File: config.mk
export PLATFORM = sky130hd
export DESIGN_NAME = frame_buf_mem_initiator
export DESIGN_NICKNAME = d
export VERILOG_FILES = /design/src/rtl/frame_buf_mem_initiator_pkg.sv /design/src/rtl/frame_buf_mem_initiator_addr_ctr.sv /design/src/rtl/frame_buf_mem_initiator.sv
export SDC_FILE = /design/constraint.sdc
export NUM_CORES = 1
export LEC_CHECK = 0
export BUFFER_PORTS_ARGS = -buffer_cell sky130_fd_sc_hd__clkbuf_2
export CAP_MARGIN = 15
export CORE_MARGIN = 4
export CORE_UTILIZATION = 52
export CTS_BUF_LIST = sky130_fd_sc_hd__clkbuf_4
export DETAILED_ROUTE_END_ITERATION = 7
export PLACE_DENSITY_LB_ADDON = 0.1
export SLEW_MARGIN = 20
export SYNTH_ARGS = -nofsm -noshare
export SYNTH_HDL_FRONTEND = slang
export SYNTH_HIERARCHICAL = 1
export SYNTH_SLANG_ARGS = --single-unit
export TNS_END_PERCENT = 10
File: constraint.sdc
create_clock -name clk -period 3.2 [get_ports clk]
set_input_delay 0.32 -clock clk [delete_from_list [all_inputs] [get_ports clk]]
set_output_delay 0.32 -clock clk [all_outputs]
set_load 0.02 [all_outputs]
File: src/rtl/frame_buf_mem_initiator_pkg.sv
`default_nettype none
// ============================================================================
// frame_buf_mem_initiator_pkg : shared states, enable levels, timing defaults
// Rev 1.0
// ============================================================================
package frame_buf_mem_initiator_pkg;

    typedef enum logic [2:0] {
        ST_IDLE = 3'd0,
        ST_WR   = 3'd1,
        ST_RD   = 3'd2,
        ST_CAP  = 3'd3,
        ST_GAP  = 3'd4
    } state_t;

    localparam logic ASSERT_L   = 1'b0;
    localparam logic DEASSERT_L = 1'b1;

    localparam int DEF_WR_HOLD  = 3;
    localparam int DEF_RD_HOLD  = 3;
    localparam int DEF_IDLE_GAP = 2;

    function automatic int max3(input int a, input int b, input int c);
        int m;
        m = (a > b) ? a : b;
        return (m > c) ? m : c;
    endfunction

endpackage
`default_nettype wire

File: src/rtl/frame_buf_mem_initiator_addr_ctr.sv
`default_nettype none
// ============================================================================
// frame_addr_ctr : frame address pointer with wrap and one-cycle wrap pulse
// Rev 1.0
// ============================================================================
module frame_addr_ctr #(
    parameter int                    ADDR_WIDTH   = 29,
    parameter logic [ADDR_WIDTH-1:0] BASE_ADDR    = ADDR_WIDTH'(1),
    parameter int                    FRAME_PIXELS = 307200
) (
    input  logic                  clk,
    input  logic                  reset,
    input  logic                  inc,
    output logic [ADDR_WIDTH-1:0] addr,
    output logic                  wrap_pulse
);

    localparam logic [ADDR_WIDTH-1:0] LAST_ADDR = BASE_ADDR + ADDR_WIDTH'(FRAME_PIXELS - 1);

    always_ff @(posedge clk) begin
        if (reset) begin
            addr       <= BASE_ADDR;
            wrap_pulse <= 1'b0;
        end else begin
            wrap_pulse <= 1'b0;
            if (inc) begin
                if (addr == LAST_ADDR) begin
                    addr       <= BASE_ADDR;
                    wrap_pulse <= 1'b1;
                end else begin
                    addr <= addr + 1'b1;
                end
            end
        end
    end

endmodule
`default_nettype wire

File: src/rtl/frame_buf_mem_initiator.sv
`default_nettype none
// ============================================================================
// frame_buf_mem_initiator : pixel write / scan-out read requester for the
// active-low, address-change-triggered frame-buffer memory port.  Rev 1.0
// ============================================================================
module frame_buf_mem_initiator
    import frame_buf_mem_initiator_pkg::*;
#(
    parameter int                    DATA_WIDTH   = 32,
    parameter int                    ADDR_WIDTH   = 29,
    parameter logic [ADDR_WIDTH-1:0] BASE_ADDR    = ADDR_WIDTH'(1),
    parameter int                    FRAME_PIXELS = 307200,
    parameter int                    WR_HOLD      = DEF_WR_HOLD,
    parameter int                    RD_HOLD      = DEF_RD_HOLD,
    parameter int                    IDLE_GAP     = DEF_IDLE_GAP
) (
    input  logic                  clk,
    input  logic                  reset,
    input  logic [DATA_WIDTH-1:0] in_data,
    input  logic                  in_valid,
    output logic                  in_ready,
    input  logic                  rd_req,
    output logic [DATA_WIDTH-1:0] out_data,
    output logic                  out_valid,
    output logic                  wr_frame_done,
    output logic                  rd_frame_done,
    output logic [ADDR_WIDTH-1:0] wr_addr,
    output logic [ADDR_WIDTH-1:0] rd_addr,
    output logic [DATA_WIDTH-1:0] wr_data,
    output logic                  wr_en_n,
    output logic                  rd_en_n,
    input  logic [DATA_WIDTH-1:0] rd_data
);

    localparam int CNT_W = $clog2(max3(WR_HOLD, RD_HOLD, IDLE_GAP) + 1);

    state_t                r_state;
    state_t                w_state_next;
    logic [CNT_W-1:0]      r_cnt;
    logic [CNT_W-1:0]      w_cnt_next;
    logic                  r_last_wr;
    logic                  w_last_wr_next;
    logic                  w_wr_en_n_next;
    logic                  w_rd_en_n_next;
    logic                  w_in_ready_next;
    logic                  w_out_valid_next;
    logic [DATA_WIDTH-1:0] w_wr_data_next;
    logic [DATA_WIDTH-1:0] w_out_data_next;
    logic                  w_wr_inc;
    logic                  w_rd_inc;

    frame_addr_ctr #(
        .ADDR_WIDTH   (ADDR_WIDTH),
        .BASE_ADDR    (BASE_ADDR),
        .FRAME_PIXELS (FRAME_PIXELS)
    ) u_wr_ptr (
        .clk        (clk),
        .reset      (reset),
        .inc        (w_wr_inc),
        .addr       (wr_addr),
        .wrap_pulse (wr_frame_done)
    );

    // Read wrap pulse lands on the same edge as out_valid, so they coincide.
    frame_addr_ctr #(
        .ADDR_WIDTH   (ADDR_WIDTH),
        .BASE_ADDR    (BASE_ADDR),
        .FRAME_PIXELS (FRAME_PIXELS)
    ) u_rd_ptr (
        .clk        (clk),
        .reset      (reset),
        .inc        (w_rd_inc),
        .addr       (rd_addr),
        .wrap_pulse (rd_frame_done)
    );

    always_ff @(posedge clk) begin
        if (reset) begin
            r_state   <= ST_IDLE;
            r_cnt     <= '0;
            r_last_wr <= 1'b0;
            wr_en_n   <= DEASSERT_L;
            rd_en_n   <= DEASSERT_L;
            in_ready  <= 1'b0;
            out_valid <= 1'b0;
            wr_data   <= '0;
            out_data  <= '0;
        end else begin
            r_state   <= w_state_next;
            r_cnt     <= w_cnt_next;
            r_last_wr <= w_last_wr_next;
            wr_en_n   <= w_wr_en_n_next;
            rd_en_n   <= w_rd_en_n_next;
            in_ready  <= w_in_ready_next;
            out_valid <= w_out_valid_next;
            wr_data   <= w_wr_data_next;
            out_data  <= w_out_data_next;
        end
    end

    always_comb begin
        w_state_next     = r_state;
        w_cnt_next       = r_cnt;
        w_last_wr_next   = r_last_wr;
        w_wr_en_n_next   = wr_en_n;
        w_rd_en_n_next   = rd_en_n;
        w_in_ready_next  = 1'b0;
        w_out_valid_next = 1'b0;
        w_wr_data_next   = wr_data;
        w_out_data_next  = out_data;
        w_wr_inc         = 1'b0;
        w_rd_inc         = 1'b0;

        case (r_state)
            ST_IDLE: begin
                w_cnt_next = '0;
                // A read wins only when the previous grant was a write.
                if (in_valid && (!r_last_wr || !rd_req)) begin
                    w_in_ready_next = 1'b1;
                    w_wr_data_next  = in_data;
                    w_wr_en_n_next  = ASSERT_L;
                    w_last_wr_next  = 1'b1;
                    w_state_next    = ST_WR;
                end else if (rd_req) begin
                    w_rd_en_n_next = ASSERT_L;
                    w_last_wr_next = 1'b0;
                    w_state_next   = ST_RD;
                end
            end
            ST_WR: begin
                if (r_cnt == CNT_W'(WR_HOLD - 1)) begin
                    w_wr_en_n_next = DEASSERT_L;
                    w_wr_inc       = 1'b1;
                    w_cnt_next     = '0;
                    w_state_next   = ST_GAP;
                end else begin
                    w_cnt_next = r_cnt + 1'b1;
                end
            end
            ST_RD: begin
                if (r_cnt == CNT_W'(RD_HOLD - 1)) begin
                    w_rd_en_n_next = DEASSERT_L;
                    w_cnt_next     = '0;
                    w_state_next   = ST_CAP;
                end else begin
                    w_cnt_next = r_cnt + 1'b1;
                end
            end
            ST_CAP: begin
                w_out_data_next  = rd_data;
                w_out_valid_next = 1'b1;
                w_rd_inc         = 1'b1;
                w_cnt_next       = '0;
                w_state_next     = ST_GAP;
            end
            ST_GAP: begin
                if (r_cnt == CNT_W'(IDLE_GAP - 1)) begin
                    w_cnt_next   = '0;
                    w_state_next = ST_IDLE;
                end else begin
                    w_cnt_next = r_cnt + 1'b1;
                end
            end
            default: begin
                w_wr_en_n_next = DEASSERT_L;
                w_rd_en_n_next = DEASSERT_L;
                w_cnt_next     = '0;
                w_state_next   = ST_IDLE;
            end
        endcase
    end

endmodule
`default_nettype wire

==> impl_results.md <==
* Status: completed
* # nets final at 999
* Post-Synth Adder-Cell Area at 0.881%
* CTS resizes at 0
* Static Leakage at 3.04 nW
* Count of different cell masters after synthesis at 43
* Largest family of logic cells by synthesized area: simple AND/OR/NAND/NOR gates
* Worst path bufs/invs at 1
* Vias per cell at 5.30
* Critical R2R Launch: r_state[0]
* Final HPWL from detailed placement at 10700 µm
* Worst Clk Skew at 14.0 ps
* Core ar. at 0.0105 mm²
* Mux contribution to synthesized area at 0.352%
* Post-synth top cells: 149 x nand2_1, 134 x dfxtp_1, 84 x a21oi_1
* Mapped Nets at 753
* Hold Vio Cnt, Final at 0
* Power Density at 453 mW/mm²
* Yosys reg bits at 134
* Unrepaired setup endpoints after global routing: false
* Max-slew headroom at 29.0%
* Crit. path cell count at 7
* Root Buffer: clkbuf_4
* Req. time, crit path at 3650 ps
* Final WL at 15900 µm
* Crit path launch type: flip-flop
* Remaining design rule violation count at 0
* Worst-path fanout max at 13
* Synth Area per Inst at 8.34 µm²
* Top-count cell post-synth: nand2_1
* CTS sink cnt at 134
* Seq/Total Area, Yosys at 47.2%
* Post-DRT Antenna Nets at 0
* Worst skew pair latency at 510 ps
* IO buf count at 195
* Final setup TNS at 0 ps
* Number of global-route vias before repair at 5376
* Nature of the critical path endpoint: flip-flop
* Worst Hold Class: input port to flip-flop
* Site Rows at 37
* H-tree depth at 4
* Clock buffer depth at 2
* Worst-margin pin slew at 1060 ps
* Largest net degree at the start of global routing at 49
* Crit-path max cell delay at 630 ps
* Synth async-reset ratio at 0%
* Layout Utilization at 72.4%
* Post-Synth XOR/XNOR Area at 4.47%
* Detailed-route via count at 5713
* Synth Flop Type: dfxtp_1
* Number of synthesized flops with an enable pin at 0
* Clock transition at the registers of the reported paths at 110 ps
* Die Y at 113 µm
* Hold path depth at 3
* Top-area cell type share of the netlist area at 47.2%
* Achievable frequency at 371 MHz
* Compound-Gate Fraction of Synth Area at 14.5%
* Final Cycle Share at 84.3%
* Crit path from: r_state[0]
* Worst path arrival time at 3150 ps
* Final setup viols at 0
* Initial Utilization at 54.3%
* Pre-antenna DRT Iters at 5
* Area growth, synth to finish at 33.3%
* Post-Synth Simple-Gate Area at 27.4%
* Chip width at 113 µm
* Pins over their slew limit at 0
* Area of the mapped netlist at 0.00568 mm²
* Synth area leaders: dfxtp_1 47%, nand2_1 9.8%, a21oi_1 7.4%
* CP Class: flip-flop to flip-flop
* Crit path max-delay family: simple AND/OR/NAND/NOR gates
* All-Layer GR Usage at 24.5%
* Worst R2R Path Depth at 7
* Maximum vdd drop at 0.343 mV
* Final global-route overflow total at 0
* Max-Cap Viols at 0
* Cells after Synth at 681
* Synth area leader: dfxtp_1
* CP max stage cell: dfxtp_1
* Cells along the critical path: nand2b_1, nor3_1, buf_4, nand4_2, or3_1, or4_1, a21oi_1
* Die ar. at 0.0127 mm²
* Routability cong. at 0.863
* Initial DRC count at 380
* TritonCTS Buffers at 17
* Min-delay src: rd_data[2]
* Proportion of layout cells with a drive suffix above 1 at 28.0%
* YS warnings at 6
* Top Ports at 196
* Initial antenna violation count at 1
* WL/cell at 14.7 µm
* Min Tclk post-route at 2700 ps
* TritonCTS clock tree: done
* Final Power at 3.43 mW
* First-pass GRT wire length at 25700 µm
[worst register-to-register path, cell delays in order (launching register included)]
cell	delay (ps)
dfxtp_1	630
nand2b_1	150
nor3_1	200
buf_4	180
nand4_2	200
or3_1	590
or4_1	540
a21oi_1	150
[flip-flops by register name, summed over array words and instances, names as in the netlist]
| name | cells |
|---|---|
| out_data | 32 |
| wr_data | 32 |
| u_rd_ptr/addr | 29 |
| u_wr_ptr/addr | 29 |
| r_state | 3 |
| r_cnt | 2 |
| in_ready | 1 |
| out_valid | 1 |
| r_last_wr | 1 |
| rd_en_n | 1 |
| u_rd_ptr/wrap_pulse | 1 |
| u_wr_ptr/wrap_pulse | 1 |
| wr_en_n | 1 |
[through the flow]
| stage | hold slack (ps) | area [µm²] | cells | setup slack (ps) |
|---|---|---|---|---|
| after global placement | 440 | 6680 | 982 | 594 |
| after floorplan | 399 | 5680 | 681 | 440 |
| after global routing | 5.02 | 7580 | 1077 | 322 |
| after detailed placement | 448 | 6680 | 982 | 563 |
| final | 54.3 | 7580 | 1077 | 504 |
| after CTS | 0.802 | 7560 | 1075 | 538 |
[placed cells by master (no fill, tap or decap), drive strengths merged, types with 16 or more instances in the layout]
cell         Yosys  layout
clkbuf          22     213
nand2          149     149
dfxtp          134     134
a21oi          100     100
dlygate4sd3      0      62
nor2            40      40
or3             22      22
o21ai           18      18
nand4           18      18
xnor2           17      17
or4             16      16
inv             16      16
[timing repair]
action	4_1_cts	5_1_grt
hold buffers	61	1
buffers inserted	0	0
endpoints found under the hold margin	61	1
[metal layers]
| layer | track usage [%] | up-vias | wire (µm) |
|---|---|---|---|
| met5 | 0 | - | 0 |
| met2 | 42.6 | 180 | 7990 |
| met3 | 7.06 | 12 | 1090 |
| li1 | - | 2852 | - |
| met4 | 6.17 | 0 | 163 |
| met1 | 29.8 | 2669 | 6620 |
[cell families (layout without fill, tap and decap cells)]
group           after synthesis  count (layout)
other cells                   0               1
compound gates              141             141
simple gates                314             314
xor+xnor                     29              29
buf+inv                      57             316
flops                       134             134
mux                           2               2
fa+ha+maj                     4               4
[report_power, final]
group	leakage [nW]	total (mW)	switching, mW	internal [mW]
sequential	1.09	1.80	0.0544	1.74
clock	0.148	1.09	0.615	0.476
combinational	1.80	0.542	0.327	0.215
total	3.04	3.43	0.996	2.44
[final timing paths]
path / end / slack (ps)
setup reg to reg: u_wr_ptr/addr[20] / 500
hold / removal: out_data[2] / 50
setup / recovery: u_wr_ptr/addr[20] / 500
hold reg to reg: out_data[10] / 460
[layout make-up]
cell class                      instances  area [µm²]
Fill cell                             831        2890
Multi-Input combinational cell        490        2710
Sequential cell                       134        2680
Timing Repair Buffer                  268        1680
Tap cell                              136         170
Clock buffer                           19         143
Clock inverter                         13         134
Inverter                               16        60.1
Antenna cell                            1        2.50
Power figures use the tool's default switching activity.
